[config.mk]
export PLATFORM = sky130hd
export DESIGN_NAME = mem_port_arbiter_flat
export DESIGN_NICKNAME = d
export VERILOG_FILES = /design/src/rtl/mem_port_arbiter_if.sv /design/src/rtl/mem_port_arbiter.sv /design/src/flat_wrapper.sv
export SDC_FILE = /design/constraint.sdc
export NUM_CORES = 1
export LEC_CHECK = 0
export CORE_MARGIN = 1.5
export CORE_UTILIZATION = 38
export DETAILED_ROUTE_END_ITERATION = 10
export HOLD_SLACK_MARGIN = 0.12
export PLACE_DENSITY = 0.9
export REMOVE_ABC_BUFFERS = 1
export SYNTH_ARGS = -nofsm -noshare
export SYNTH_HDL_FRONTEND = slang
export SYNTH_SLANG_ARGS = --single-unit
[constraint.sdc]
create_clock -name Clock -period 2.89 [get_ports Clock]
set_clock_uncertainty 0.1 [all_clocks]
set_input_delay 0.578 -clock Clock [delete_from_list [all_inputs] [get_ports Clock]]
set_output_delay 0.578 -clock Clock [all_outputs]
set_load 0.02 [all_outputs]
[src/rtl/mem_port_arbiter_if.sv]
// Processor-side and memory-side signals of the shared memory port.
// The arbiter takes the slave view; the surrounding system drives it as master.
interface mem_port_arbiter_if #(
    parameter int WORD_SIZE = 16
);
    logic                 InstrReq;
    logic [WORD_SIZE-1:0] InstrAddr;
    logic                 InstrWaitreq;
    logic [WORD_SIZE-1:0] InstrIn;

    logic                 ReadData;
    logic                 WriteData;
    logic [WORD_SIZE-1:0] DataAddr;
    logic [WORD_SIZE-1:0] DataOut;
    logic                 DataWaitreq;
    logic [WORD_SIZE-1:0] DataIn;

    logic [WORD_SIZE-1:0] MemAddr;
    logic [WORD_SIZE-1:0] MemWriteData;
    logic                 MemRead;
    logic                 MemWrite;
    logic                 MemWaitreq;
    logic [WORD_SIZE-1:0] MemReadData;
    logic                 MemReadValid;

    logic                 ProtoErr;

    modport slave (
        input  InstrReq, InstrAddr,
        input  ReadData, WriteData, DataAddr, DataOut,
        input  MemWaitreq, MemReadData, MemReadValid,
        output InstrWaitreq, InstrIn,
        output DataWaitreq, DataIn,
        output MemAddr, MemWriteData, MemRead, MemWrite,
        output ProtoErr
    );

    modport master (
        output InstrReq, InstrAddr,
        output ReadData, WriteData, DataAddr, DataOut,
        output MemWaitreq, MemReadData, MemReadValid,
        input  InstrWaitreq, InstrIn,
        input  DataWaitreq, DataIn,
        input  MemAddr, MemWriteData, MemRead, MemWrite,
        input  ProtoErr
    );
endinterface

[src/rtl/mem_port_arbiter.sv]
// Shares one single-ported memory between instruction fetch and data access.
// Data wins arbitration; a starvation counter eventually forces fetch through.
module mem_port_arbiter #(
    parameter int WORD_SIZE    = 16,
    parameter int STARVE_LIMIT = 4
) (
    input  logic                Clock,
    input  logic                Reset,
    mem_port_arbiter_if.slave   bus
);
    localparam int SW = $clog2(STARVE_LIMIT + 1);

    typedef logic [WORD_SIZE-1:0] word_t;

    logic          mem_read_q;
    logic          mem_write_q;
    word_t         mem_addr_q;
    word_t         mem_wdata_q;
    logic          slot_src;
    logic          data_issued;
    logic          instr_issued;
    logic [SW-1:0] starve_cnt;
    logic [1:0]    tag_cnt;
    logic          tag0;
    logic          tag1;
    logic          proto_err_q;

    logic slot_free;
    logic rd_accept;
    logic wr_accept;
    logic tag_avail;
    logic tag_pop;
    logic rsp_instr;
    logic rsp_data;
    logic data_req;
    logic data_cand;
    logic instr_cand;
    logic starved;
    logic grant_instr;
    logic grant_data;
    logic data_done;
    logic instr_done;

    assign slot_free = !(mem_read_q || mem_write_q) || !bus.MemWaitreq;
    assign rd_accept = mem_read_q && !bus.MemWaitreq;
    assign wr_accept = mem_write_q && !bus.MemWaitreq;

    // Head of the tag FIFO names the owner of the next read response.
    assign tag_avail = (tag_cnt != 2'd0);
    assign tag_pop   = bus.MemReadValid && tag_avail;
    assign rsp_instr = tag_pop && tag0;
    assign rsp_data  = tag_pop && !tag0;

    assign data_req   = bus.ReadData || bus.WriteData;
    assign data_cand  = data_req && !data_issued;
    assign instr_cand = bus.InstrReq && !instr_issued;
    assign starved    = (starve_cnt == SW'(STARVE_LIMIT));

    assign grant_instr = slot_free && instr_cand
                      && (!data_cand || starved);
    assign grant_data  = slot_free && data_cand && !grant_instr;

    assign data_done  = wr_accept || rsp_data;
    assign instr_done = rsp_instr;

    assign bus.InstrWaitreq = bus.InstrReq && !instr_done;
    assign bus.InstrIn      = rsp_instr ? bus.MemReadData : '0;
    assign bus.DataWaitreq  = data_req && !data_done;
    assign bus.DataIn       = rsp_data ? bus.MemReadData : '0;

    assign bus.MemAddr      = mem_addr_q;
    assign bus.MemWriteData = mem_wdata_q;
    assign bus.MemRead      = mem_read_q;
    assign bus.MemWrite     = mem_write_q;
    assign bus.ProtoErr     = proto_err_q;

    // Command slot: held while the memory stalls, reloaded on a grant.
    always_ff @(posedge Clock or posedge Reset) begin
        if (Reset) begin
            mem_read_q  <= 1'b0;
            mem_write_q <= 1'b0;
            mem_addr_q  <= '0;
            mem_wdata_q <= '0;
            slot_src    <= 1'b0;
        end else if (slot_free) begin
            mem_read_q  <= grant_instr || (grant_data && !bus.WriteData);
            mem_write_q <= grant_data && bus.WriteData;
            unique case (1'b1)
                grant_instr: begin
                    mem_addr_q <= bus.InstrAddr;
                    slot_src   <= 1'b1;
                end
                grant_data: begin
                    mem_addr_q  <= bus.DataAddr;
                    mem_wdata_q <= bus.DataOut;
                    slot_src    <= 1'b0;
                end
                default: ;
            endcase
        end
    end

    always_ff @(posedge Clock or posedge Reset) begin
        if (Reset) begin
            instr_issued <= 1'b0;
            data_issued  <= 1'b0;
            starve_cnt   <= '0;
            proto_err_q  <= 1'b0;
        end else begin
            proto_err_q <= bus.MemReadValid && !tag_avail;

            if (grant_instr)
                instr_issued <= 1'b1;
            else if (instr_done)
                instr_issued <= 1'b0;

            if (grant_data)
                data_issued <= 1'b1;
            else if (data_done)
                data_issued <= 1'b0;

            if (grant_instr)
                starve_cnt <= '0;
            else if (grant_data && instr_cand && !starved)
                starve_cnt <= starve_cnt + SW'(1);
        end
    end

    // Two-entry tag FIFO; tag0 is the head. One read per source bounds it.
    always_ff @(posedge Clock or posedge Reset) begin
        if (Reset) begin
            tag_cnt <= 2'd0;
            tag0    <= 1'b0;
            tag1    <= 1'b0;
        end else begin
            unique case ({rd_accept, tag_pop})
                2'b10: begin
                    if (tag_cnt == 2'd0)
                        tag0 <= slot_src;
                    else
                        tag1 <= slot_src;
                    tag_cnt <= tag_cnt + 2'd1;
                end
                2'b01: begin
                    tag0    <= tag1;
                    tag_cnt <= tag_cnt - 2'd1;
                end
                2'b11: begin
                    if (tag_cnt == 2'd1) begin
                        tag0 <= slot_src;
                    end else begin
                        tag0 <= tag1;
                        tag1 <= slot_src;
                    end
                end
                default: ;
            endcase
        end
    end
endmodule

[src/flat_wrapper.sv]
// flat-port wrapper written by rule: the top's interface ports become plain ports
module mem_port_arbiter_flat 
#(
    parameter int WORD_SIZE    = 16,
    parameter int STARVE_LIMIT = 4
)
  (Clock, Reset, bus_InstrReq, bus_InstrAddr, bus_ReadData, bus_WriteData, bus_DataAddr, bus_DataOut, bus_MemWaitreq, bus_MemReadData, bus_MemReadValid, bus_InstrWaitreq, bus_InstrIn, bus_DataWaitreq, bus_DataIn, bus_MemAddr, bus_MemWriteData, bus_MemRead, bus_MemWrite, bus_ProtoErr);
  mem_port_arbiter_if #(.WORD_SIZE(WORD_SIZE)) bus_i ();
  input  logic Clock;
  input  logic Reset;
  input wire logic [$bits(bus_i.InstrReq)-1:0] bus_InstrReq;
  input wire logic [$bits(bus_i.InstrAddr)-1:0] bus_InstrAddr;
  input wire logic [$bits(bus_i.ReadData)-1:0] bus_ReadData;
  input wire logic [$bits(bus_i.WriteData)-1:0] bus_WriteData;
  input wire logic [$bits(bus_i.DataAddr)-1:0] bus_DataAddr;
  input wire logic [$bits(bus_i.DataOut)-1:0] bus_DataOut;
  input wire logic [$bits(bus_i.MemWaitreq)-1:0] bus_MemWaitreq;
  input wire logic [$bits(bus_i.MemReadData)-1:0] bus_MemReadData;
  input wire logic [$bits(bus_i.MemReadValid)-1:0] bus_MemReadValid;
  output wire logic [$bits(bus_i.InstrWaitreq)-1:0] bus_InstrWaitreq;
  output wire logic [$bits(bus_i.InstrIn)-1:0] bus_InstrIn;
  output wire logic [$bits(bus_i.DataWaitreq)-1:0] bus_DataWaitreq;
  output wire logic [$bits(bus_i.DataIn)-1:0] bus_DataIn;
  output wire logic [$bits(bus_i.MemAddr)-1:0] bus_MemAddr;
  output wire logic [$bits(bus_i.MemWriteData)-1:0] bus_MemWriteData;
  output wire logic [$bits(bus_i.MemRead)-1:0] bus_MemRead;
  output wire logic [$bits(bus_i.MemWrite)-1:0] bus_MemWrite;
  output wire logic [$bits(bus_i.ProtoErr)-1:0] bus_ProtoErr;
  assign bus_i.InstrReq = bus_InstrReq;
  assign bus_i.InstrAddr = bus_InstrAddr;
  assign bus_i.ReadData = bus_ReadData;
  assign bus_i.WriteData = bus_WriteData;
  assign bus_i.DataAddr = bus_DataAddr;
  assign bus_i.DataOut = bus_DataOut;
  assign bus_i.MemWaitreq = bus_MemWaitreq;
  assign bus_i.MemReadData = bus_MemReadData;
  assign bus_i.MemReadValid = bus_MemReadValid;
  assign bus_InstrWaitreq = bus_i.InstrWaitreq;
  assign bus_InstrIn = bus_i.InstrIn;
  assign bus_DataWaitreq = bus_i.DataWaitreq;
  assign bus_DataIn = bus_i.DataIn;
  assign bus_MemAddr = bus_i.MemAddr;
  assign bus_MemWriteData = bus_i.MemWriteData;
  assign bus_MemRead = bus_i.MemRead;
  assign bus_MemWrite = bus_i.MemWrite;
  assign bus_ProtoErr = bus_i.ProtoErr;
  mem_port_arbiter #(.WORD_SIZE(WORD_SIZE), .STARVE_LIMIT(STARVE_LIMIT)) u_core (.Clock(Clock), .Reset(Reset), .bus(bus_i));
endmodule
==> results of run 1 <==
[path summary, 6_finish.rpt]
kind,to,startpoint,cells after the start
max,bus_DataWaitreq,bus_MemReadValid,7
min,u_core.tag_cnt[1],u_core.tag_cnt[1],2
max reg2reg,u_core.tag1,u_core.tag_cnt[0],8
min reg2reg,u_core.tag_cnt[1],u_core.tag_cnt[1],2
max in group asynchronous,u_core.bus.MemAddr[10],Reset,3
min in group asynchronous,u_core.bus.MemWriteData[1],Reset,2
[flip-flops by register name, summed over array words and instances (netlist names)]
signal	flops
u_core.bus.MemAddr	16
u_core.bus.MemRead	1
u_core.bus.MemWrite	1
u_core.bus.MemWriteData	16
u_core.bus.ProtoErr	1
u_core.data_issued	1
u_core.instr_issued	1
u_core.slot_src	1
u_core.starve_cnt	3
u_core.tag0	1
u_core.tag1	1
u_core.tag_cnt	2
[cell usage in the layout (no fill, tap or decap), types with 2 or more instances in the layout]
cell type,n
a211oi_1,2
a21o_1,2
a221o_1,17
and2_1,19
and3_1,17
buf_4,13
clkbuf_8,5
clkdlybuf4s15_1,14
clkdlybuf4s50_1,105
clkinvlp_4,2
dfrtp_1,45
dlygate4sd2_1,18
ha_1,7
inv_1,9
mux2_2,17
nand2_1,4
nor2_1,4
nor2b_1,3
nor4b_1,16
o21a_1,2
o21ai_0,6
xnor2_1,2
[per-stage QoR]
stage | setup WS (ps) | power [W] | hold slack (ps)
after CTS | 3.281 | 0.003714 | 400.3
after floorplan | 9.962 | 0.002322 | 349.8
after global routing | 7.995 | 0.003933 | 433.7
after detailed placement | -121.2 | 0.003384 | 379.7
after global placement | -76.91 | 0.003300 | 366.1
final | 175.5 | 0.003689 | 406.3
[repair_timing]
action / in CTS / in global routing
buffers inserted: 0 / 0
cloned: 0 / 0
gates resized for setup: 34 / 18
endpoints found under the setup margin: 34 / 18
endpoints found under the hold margin: 0 / 0
[worst max-delay path, cell delays in order]
cell	delay, ps
clkdlybuf4s50_1	410
nor2b_2	170
inv_1	70
nor2_1	40
buf_4	200
nor3_1	210
dlygate4sd2_1	360
[power breakdown]
part           switching, W  internal, W
registers          0.000206     0.000937
logic               0.00106      0.00110
clock network      0.000208     0.000170
total               0.00148      0.00221
[layer usage]
| layer | up-vias | part of all wire | global-route usage | wire [um] |
|---|---|---|---|---|
| li1 | 1049 | - | - | - |
| met1 | 1060 | 0.41 | 0.2366 | 2715 |
| met2 | 66 | 0.52 | 0.3525 | 3456 |
| met3 | 10 | 0.049 | 0.03889 | 324 |
| met4 | 0 | 0.013 | 0.05593 | 88 |
| met5 | - | 0 | 0 | 0 |
[cell type report]
| type | instances | area [sq um] | share of cell area |
|---|---|---|---|
| Tap cell | 75 | 93.84 | 0.02383 |
| Multi-Input combinational cell | 137 | 1117 | 0.2838 |
| Sequential cell | 45 | 1126 | 0.2860 |
| Clock inverter | 2 | 15.01 | 0.003813 |
| Clock buffer | 6 | 72.57 | 0.01843 |
| Inverter | 10 | 37.54 | 0.009533 |
| Timing Repair Buffer | 153 | 1475 | 0.3746 |
[logic make-up after synthesis]
group,count (synthesis),share of synthesized area
simple gates,72,0.2061
flops,45,0.4780
compound gates,39,0.1413
buf+inv,24,0.04886
mux,17,0.08125
fa+ha+maj,7,0.03717
xor+xnor,2,0.007436
==> out/metrics.csv, run 1 <==
metric;value;unit
status;complete, no violations;
setup violators final;0;
Synth top area share;0.4780;
mapped cell area;2356;sq um
die height;81.74;um
count leader, synth;dfrtp_1;
detail-routed via count per cell;5.105;
Pleak;1.767;nW
Setup crit end kind;output port;
Post-DRT Antenna Nets;0;
largest net degree at the start of global routing;25;
Die Width;81.74;um
Final nets;430;
pwr/cell area;936.8;nW/um^2
cts bufs inserted;5;
critical path type;in2out;
number of global-route vias before repair;2174;
total number of vias;2185;
Bufs on Longest Clock Path;2;
HPWL Detailed;5.197;mm
asr flop ratio synth;1.000;
DRT iter0 DRCs;79;
initial core utilization;0.3956;
Post-route DRC;0;
post-synth cell types;38;
PortBufs;139;
cell count after placement;420;
Max Cap Violations;0;
Final min period;2714;ps
post-synthesis sequential area ratio;0.4780;
row count;28;
post-synthesis area per instance;11.44;sq um
final hold violation count;0;
first-pass GRT wire length;10.16;mm
n_diodes;0;
Clock H-tree levels;2;
total congestion overflow;0;
WP data required;2210;ps
CP Max Fanout;18;
drt wl/cell;15.38;um
fin. max-slew vios;0;
Yosys top cell by area;dfrtp_1;
hold crit path type;reg2reg;
non-filler cells, final;428;
area grow syn2layout;67.13;%
top_reg_cell synth;dfrtp_1;
CTS Root Cell;clkbuf_8;
Setup TNS;0;ps
Worst Path Arrival;2040;ps
# fillers;485;
design area;3938;sq um
Critical Path Start Type;primary input;
I/O pin cnt;140;
post-synthesis register bit count;45;
RePlAce Congestion;0.7775;
Rel. slew slack;0.2453;
antenna violations before repair;0;
synth top area cells;dfrtp_1 48%, mux2_2 8.1%, a221o_1 7.2%;
final period utilization;0.9393;
VDD IR max;0.5199;mV
Clock Latency Late Sink;290;ps
share of cells above drive strength 1;0.1246;
EDFF count, synth;0;
cell count after synthesis;206;
Slew @ Worst Pin;1125;ps
Ys Warns;0;
RSZ-0062 raised after global routing;no;
first drt pass iteration count;4;
Fmax achieved;368.4;MHz
CTS tree;built;
Synth top cells by count;45 x dfrtp_1, 19 x and2_1, 17 x a221o_1, 17 x and3_1, 17 x mux2_2;
die area;6681;sq um
area post-placement;3869;sq um
Post-Route WL;6.584;mm
core area;5956;sq um
clock-pin slew on the worst setup and hold paths;90;ps
flop-to-flop setup slack;710;ps
Post-CTS Hold Buffers;0;
Core Util, Final;0.6611;
clock sinks;45;
GRT Resource Usage Total;0.1963;
(Power assumes the default switching activity.)
==> inputs of run 2 (changes only) <==
--- a/config.mk
+++ b/config.mk
@@ -6,10 +6,12 @@
 export NUM_CORES = 1
 export LEC_CHECK = 0
 export CORE_MARGIN = 1.5
-export CORE_UTILIZATION = 38
+export CORE_UTILIZATION = 39
+export CTS_BUF_LIST = sky130_fd_sc_hd__clkbuf_8
 export DETAILED_ROUTE_END_ITERATION = 10
+export GPL_TIMING_DRIVEN = 0
 export HOLD_SLACK_MARGIN = 0.12
-export PLACE_DENSITY = 0.9
+export PLACE_DENSITY = 0.92
 export REMOVE_ABC_BUFFERS = 1
 export SYNTH_ARGS = -nofsm -noshare
 export SYNTH_HDL_FRONTEND = slang
==> run 2 against run 1 <==
Sequential power is essentially flat. Maximum frequency decreased by 3.3%. Via count increased by 1.1%. Clock power hardly changed. Register-to-register slack worse by 360 ps. Worst setup slack worse by 92 ps. First-iteration DRC count grew 68%. Routed wire length grew 6.0%. Die area shrank 2.5%. Critical path depth increased by 1. Hold slack worse by 10 ps. Final cell count shrank 2.1%. Critical path type unchanged.
==> out/metrics.csv, run 2 (synthesis gave the netlist of run 1 again) <==
metric;value;unit;change
Worst Path Arrival;2130;ps;+90 ps
Seq pwr share;0.309;;about the same
Clock power frac;0.101;;-0.002
critical path type;in2out;;
cts bufs inserted;5;;unchanged
Final nets;422;;-1.9%
total number of vias;2208;;+1.1%
# fillers;454;;-6.4%
CP Max Fanout;17;;-1
Place WS;-1688;ps;-1567 ps
area grow syn2layout;67.34;%;
Pleak;1.876;nW;+6.2%
Comb pwr share;0.590;;+0.002
WHS Path Cells;2;;unchanged
CTS tree;built;;
flop-to-flop setup slack;350;ps;-360 ps
antenna violations before repair;0;;unchanged
DRT iter0 DRCs;133;;+68%
final period utilization;0.9712;;+0.03190
die area;6517;sq um;-2.5%
R2R Path End;u_core.bus.MemWriteData[4];;
RePlAce Congestion;0.7670;;-1.4%
CTS Root Cell;clkbuf_8;;
largest net degree at the start of global routing;28;;+12%
final hold violation count;0;;unchanged
Sw Ratio;0.3994;;-0.001239
hold crit path type;reg2reg;;
n_diodes;0;;unchanged
most frequent cells in the layout;111 x clkdlybuf4s50_1, 45 x dfrtp_1, 19 x and2_1, 18 x dlygate4sd2_1;;
row count;28;;unchanged
setup violators final;0;;unchanged
area post-placement;3787;sq um;-2.1%
Post-CTS Hold Buffers;0;;unchanged
fin. max-slew vios;0;;unchanged
Psw;0.001484;W;+0.41%
initial core utilization;0.4003;;+0.004709
share of cells above drive strength 1;0.1105;;-0.01418
Clock Latency Late Sink;280;ps;about the same
worst reg2reg startpoint;u_core.starve_cnt[0];;
status;complete, no violations;;
drt wl/cell;16.66;um;+8.3%
Critical Path Start Type;primary input;;
WP data required;2210;ps;about the same
Fmax achieved;356.3;MHz;-3.3%
Final min period;2807;ps;+92.20 ps
die height;80.73;um;-1.2%
total congestion overflow;0;;unchanged
slack of the critical path;83.31;ps;-92.20 ps
Slew @ Worst Pin;1191;ps;+66.97 ps
Post-DRT Antenna Nets;0;;unchanged
clock-pin slew on the worst setup and hold paths;80;ps;about the same
hold path start;u_core.tag_cnt[1];;
first drt pass iteration count;6;;+2
VDD IR max;0.5692;mV;+9.5%
detail-routed via count per cell;5.270;;+3.2%
Post-Route WL;6.981;mm;+6.0%
core area;5886;sq um;-1.2%
PortBufs;139;;unchanged
depth of the most critical reg-to-reg path;5;;-3
Max Cap Violations;0;;unchanged
number of global-route vias before repair;2306;;+6.1%
Cell Int Power;0.002232;W;+0.93%
pwr/cell area;942.4;nW/um^2;+0.60%
commonest non-fill, non-tap cell in the layout;clkdlybuf4s50_1;;
design area;3943;sq um;+0.13%
total power;0.003715;W;+0.73%
Post-route DRC;0;;unchanged
Hold Path Sink;u_core.tag_cnt[1];;
Setup crit end kind;output port;;
Bufs on Longest Clock Path;2;;unchanged
Hold WS;396.3;ps;-10.02 ps
clock sinks;45;;unchanged
Clock H-tree levels;2;;unchanged
GRT Resource Usage Total;0.2161;;+0.01973
first-pass GRT wire length;10.94;mm;+7.7%
Die Width;80.73;um;-1.2%
HPWL Detailed;4.964;mm;-4.5%
Rel. slew slack;0.2004;;-0.04494
RSZ-0062 raised after global routing;no;;
I/O pin cnt;140;;unchanged
[run 2: changes by cell type in the layout (fill, tap and decap cells not counted), moves of 2 or more]
cell	change
clkdlybuf4s15_1	-14
buf_4	-10
dlymetal6s2s_1	+8
clkdlybuf4s50_1	+6
buf_12	+2
clkinvlp_4	-2
nor2b_4	+2
[run 2: per-stage QoR]
| step | instances | setup TNS, ps | util |
|---|---|---|---|
| floorplan | 192 | 0 | - |
| global placement | 406 | -45400 | 0.6395 |
| detailed placement | 407 | -42220 | 0.6435 |
| CTS | 418 | -4.228 | 0.6650 |
| global route | 419 | 0 | 0.6699 |
| finish | 419 | 0 | 0.6699 |
[run 2: how the worst max path moves through the flow]
| stage | startpoint | endpoint | slack (ps) | cells past startpoint |
|---|---|---|---|---|
| floorplan | u_core.tag_cnt[0] | bus_DataIn[0] | 10 | 6 |
| global placement | bus_MemReadValid | bus_DataIn[9] | -1560 | 6 |
| detailed placement | bus_MemReadValid | bus_DataIn[1] | -1690 | 6 |
| CTS | bus_MemReadValid | bus_InstrIn[0] | -4 | 5 |
| global route | bus_MemReadValid | bus_DataWaitreq | 8 | 8 |
| finish | bus_MemReadValid | bus_DataWaitreq | 80 | 8 |
[run 2: layout make-up]
type	count	area, sq um	area share
timing repair buffer	144	1449	0.3675
multi-input combinational	138	1150	0.2917
sequential	45	1126	0.2856
tap	75	93.84	0.02380
clock buffer	6	82.58	0.02095
inverter	10	37.54	0.009521
clock inverter	1	3.754	0.0009521
[run 2: power by group through the flow]
stage | Sequential, W | Clock [W] | Combinational (W)
3_3_place_gp | 0.00113 | 0 | 0.00210
2_1_floorplan | 0.00141 | 0 | 0.000909
3_5_place_dp | 0.00115 | 0 | 0.00216
6_report | 0.00115 | 0.000377 | 0.00219
5_1_grt | 0.00119 | 0.000424 | 0.00235
4_1_cts | 0.00115 | 0.000393 | 0.00220
[run 2: what timing repair did]
action                     in CTS  in global routing
setup buffers                   3                  1
setup endpoints to repair      36                 16
gates resized for setup        24                 13
cloned                          1                  0
pin swaps                       1                  0
[run 2: worst max-delay path, stage by stage]
cell and delay (ps):
clkdlybuf4s50_1 450, nor2b_4 150, inv_1 130, nor2_4 60, buf_12 160, buf_4 140, nor3_1 240, clkbuf_2 230
[run 2: layer usage]
metal / wire [um] / part of all wire / global-route usage / vias up
li1: - / - / - / 1034
met1: 2838 / 0.41 / 0.2679 / 1099
met2: 3786 / 0.54 / 0.3916 / 69
met3: 296 / 0.042 / 0.03977 / 6
met4: 60 / 0.0086 / 0.04310 / 0
met5: 0 / 0 / 0 / -
==> inputs of run 3 (changes only) <==
--- a/config.mk
+++ b/config.mk
@@ -6,12 +6,12 @@
 export NUM_CORES = 1
 export LEC_CHECK = 0
 export CORE_MARGIN = 1.5
-export CORE_UTILIZATION = 39
+export CORE_UTILIZATION = 35
 export CTS_BUF_LIST = sky130_fd_sc_hd__clkbuf_8
 export DETAILED_ROUTE_END_ITERATION = 10
 export GPL_TIMING_DRIVEN = 0
 export HOLD_SLACK_MARGIN = 0.12
-export PLACE_DENSITY = 0.92
+export PLACE_DENSITY = 0.88
 export REMOVE_ABC_BUFFERS = 1
 export SYNTH_ARGS = -nofsm -noshare
 export SYNTH_HDL_FRONTEND = slang
==> constraint.sdc (replaced) <==
create_clock -name Clock -period 2.3 [get_ports Clock]
set_clock_uncertainty 0.1 [all_clocks]
set_input_delay 0.46 -clock Clock [delete_from_list [all_inputs] [get_ports Clock]]
set_output_delay 0.46 -clock Clock [all_outputs]
set_load 0.02 [all_outputs]
==> run 3 against run 2 <==
Highest routed layer unchanged. Clock power up 32%. First-iteration DRC count is 9.0% higher. Global-route usage down 1.8 points. Die area grew 11%. Count of clock-buffer cells in the layout shrank 1. Critical path depth grew 1. Largest cell class unchanged. Critical endpoint is now bus_DataIn[8]. The run now ends with DRC, setup timing left.
==> out/metrics.csv, run 3 (synthesis gave the netlist of run 1 again) <==
metric;value;unit;change
status;complete, but fails checks;;
failing checks;DRC, setup timing;;
Final nets;436;;+3.3%
Setup crit end kind;output port;;
antenna violations before repair;0;;unchanged
CP delay by family, top;buffers and inverters;;
Hold WS;318.1;ps;-78.20 ps
largest net degree at the start of global routing;37;;+32%
critical path type;reg2out;;
flop-to-flop setup slack;140;ps;-210 ps
clock sinks;45;;unchanged
GR Layer Usage met1;0.2379;;-0.02994
number of global-route vias before repair;2298;;-0.35%
Clock H-tree levels;2;;unchanged
VDD IR max;0.5201;mV;-8.6%
total number of vias;2294;;+3.9%
share of cells above drive strength 1;0.2897;;+0.1792
Reg area;1127;sq um;+0.11%
detail-routed via count per cell;5.261;;-0.16%
final period utilization;1.001;;
I/O pin cnt;140;;unchanged
clock-pin slew on the worst setup and hold paths;90;ps;about the same
Bufs on Longest Clock Path;2;;unchanged
Max Cap Violations;0;;unchanged
Core Util, Final;0.6372;;-0.03261
first drt pass iteration count;7;;+1
RSZ-0062 raised after global routing;yes;;
DRT iter0 DRCs;145;;+9.0%
setup violators final;1;;+1
Die Width;85.05;um;+5.4%
Crit path largest cell delay;380;ps;-70 ps
Fmax achieved;434.4;MHz;
Post-route DRC;4;;+4
global routing's busiest layer;met2;;
commonest non-fill, non-tap cell in the layout;clkdlybuf4s50_1;;
area of the multi-input gates;1212;sq um;+5.4%
die height;85.05;um;+5.4%
hold crit path type;in2async;;
CTS Root Cell;clkbuf_8;;
slack of the critical path;-1.923;ps;-85.23 ps
Rel. slew slack;0.3948;;+0.1945
Pleak;1.813;nW;-3.4%
HPWL Detailed;4.910;mm;-1.1%
n_diodes;0;;unchanged
Critical Path Stages;9;;+1
drt wl/cell;17.11;um;+2.7%
pwr/cell area;1228;nW/um^2;+30%
fin. max-slew vios;0;;unchanged
CP Max Fanout;6;;-11
Clock Latency Late Sink;300;ps;+20 ps
area grow syn2layout;73.71;%;
Final min period;2302;ps;
depth of the most critical reg-to-reg path;9;;+4
row count;29;;+3.6%
core area;6422;sq um;+9.1%
area post-placement;3790;sq um;about the same
critical path cell sequence;inv_2 > ha_4 > nor2b_4 > inv_2 > nor2_4 > buf_12 > buf_6 > and2_4 > buf_6;;
met2 Use GR;0.3564;;-0.03518
total congestion overflow;0;;unchanged
Slew @ Worst Pin;907.1;ps;-284.3 ps
design area;4093;sq um;+3.8%
initial core utilization;0.3668;;-0.03346
M3 GR Usage;0.04669;;+0.006920
RePlAce Congestion;0.7220;;-5.9%
final hold violation count;0;;unchanged
first-pass GRT wire length;11.47;mm;+4.9%
Critical Path Start Type;flop;;
Post-DRT Antenna Nets;0;;unchanged
Post-Route WL;7.458;mm;+6.8%
WP data required;1740;ps;-470 ps
CP max-delay cell;dfrtp_1;;
most frequent cells in the layout;104 x clkdlybuf4s50_1, 44 x dfrtp_1, 18 x buf_6;;
die area;7233;sq um;+11%
# fillers;512;;+13%
GRT Resource Usage Total;0.1985;;-0.01760
number of buffers and inverters on the critical path;5;;unchanged
PortBufs;139;;unchanged
CTS tree;built;;
Post-CTS Hold Buffers;0;;unchanged
cts bufs inserted;5;;unchanged
Worst Path Arrival;1740;ps;-390 ps
-- run 3: cell types whose count changed in the layout (fill, tap and decap cells not counted), moves of 9 or more --
cell,delta
dlymetal6s2s_1,-9
clkbuf_2,+12
and2_4,+13
and2_1,-13
buf_4,+9
dlygate4sd2_1,-17
buf_6,+18
-- run 3: final timing paths --
kind,start,endpoint
hold reg to reg,u_core.bus.MemWriteData[1],u_core.bus.MemWriteData[1]
setup / recovery,u_core.tag_cnt[1],bus_DataIn[8]
max in group asynchronous,Reset,u_core.starve_cnt[1]
hold / removal,Reset,u_core.bus.ProtoErr
setup reg to reg,u_core.tag_cnt[1],u_core.tag1
min in group Clock,u_core.bus.MemWriteData[1],u_core.bus.MemWriteData[1]
-- run 3: report_power, final --
| part | internal [W] | leakage [nW] | switching [W] |
|---|---|---|---|
| Combinational | 0.00162 | 1.22 | 0.00147 |
| Sequential | 0.00118 | 0.547 | 0.000264 |
| Clock | 0.000216 | 0.0481 | 0.000283 |
| Total | 0.00301 | 1.81 | 0.00201 |
-- run 3: what timing repair did --
| item | 4_1_cts | 5_1_grt |
|---|---|---|
| buffers inserted | 15 | 3 |
| pin swaps | 5 | 10 |
| endpoints found under the setup margin | 72 | 46 |
| resized for setup | 128 | 54 |
| cloned | 1 | 0 |
-- run 3: routing by layer --
metal / up-vias / wire, um / part of all wire
met5: - / 0 / 0
met4: 0 / 117 / 0.016
met3: 14 / 354 / 0.047
met2: 74 / 4108 / 0.55
met1: 1136 / 2877 / 0.39
li1: 1070 / - / -
-- run 3: cell type report --
type	instances	share of cell area
Inverter	10	0.009171
Tap cell	77	0.02354
Sequential cell	45	0.2755
Timing Repair Buffer	158	0.3733
Clock inverter	3	0.005503
Clock buffer	5	0.01681
Multi-Input combinational cell	138	0.2962
-- run 3: through the flow --
step / cells / setup slack (ps) / TNS (ps) / total power (W)
after detailed placement: 409 / -2000 / -69330 / 0.004168
after floorplan: 192 / -462.0 / -7925 / 0.002918
after global placement: 408 / -1908 / -87370 / 0.004079
after CTS: 433 / -26.97 / -202.4 / 0.004920
after global routing: 436 / -70.98 / -725.7 / 0.005318
final: 436 / -1.923 / -1.923 / 0.005025
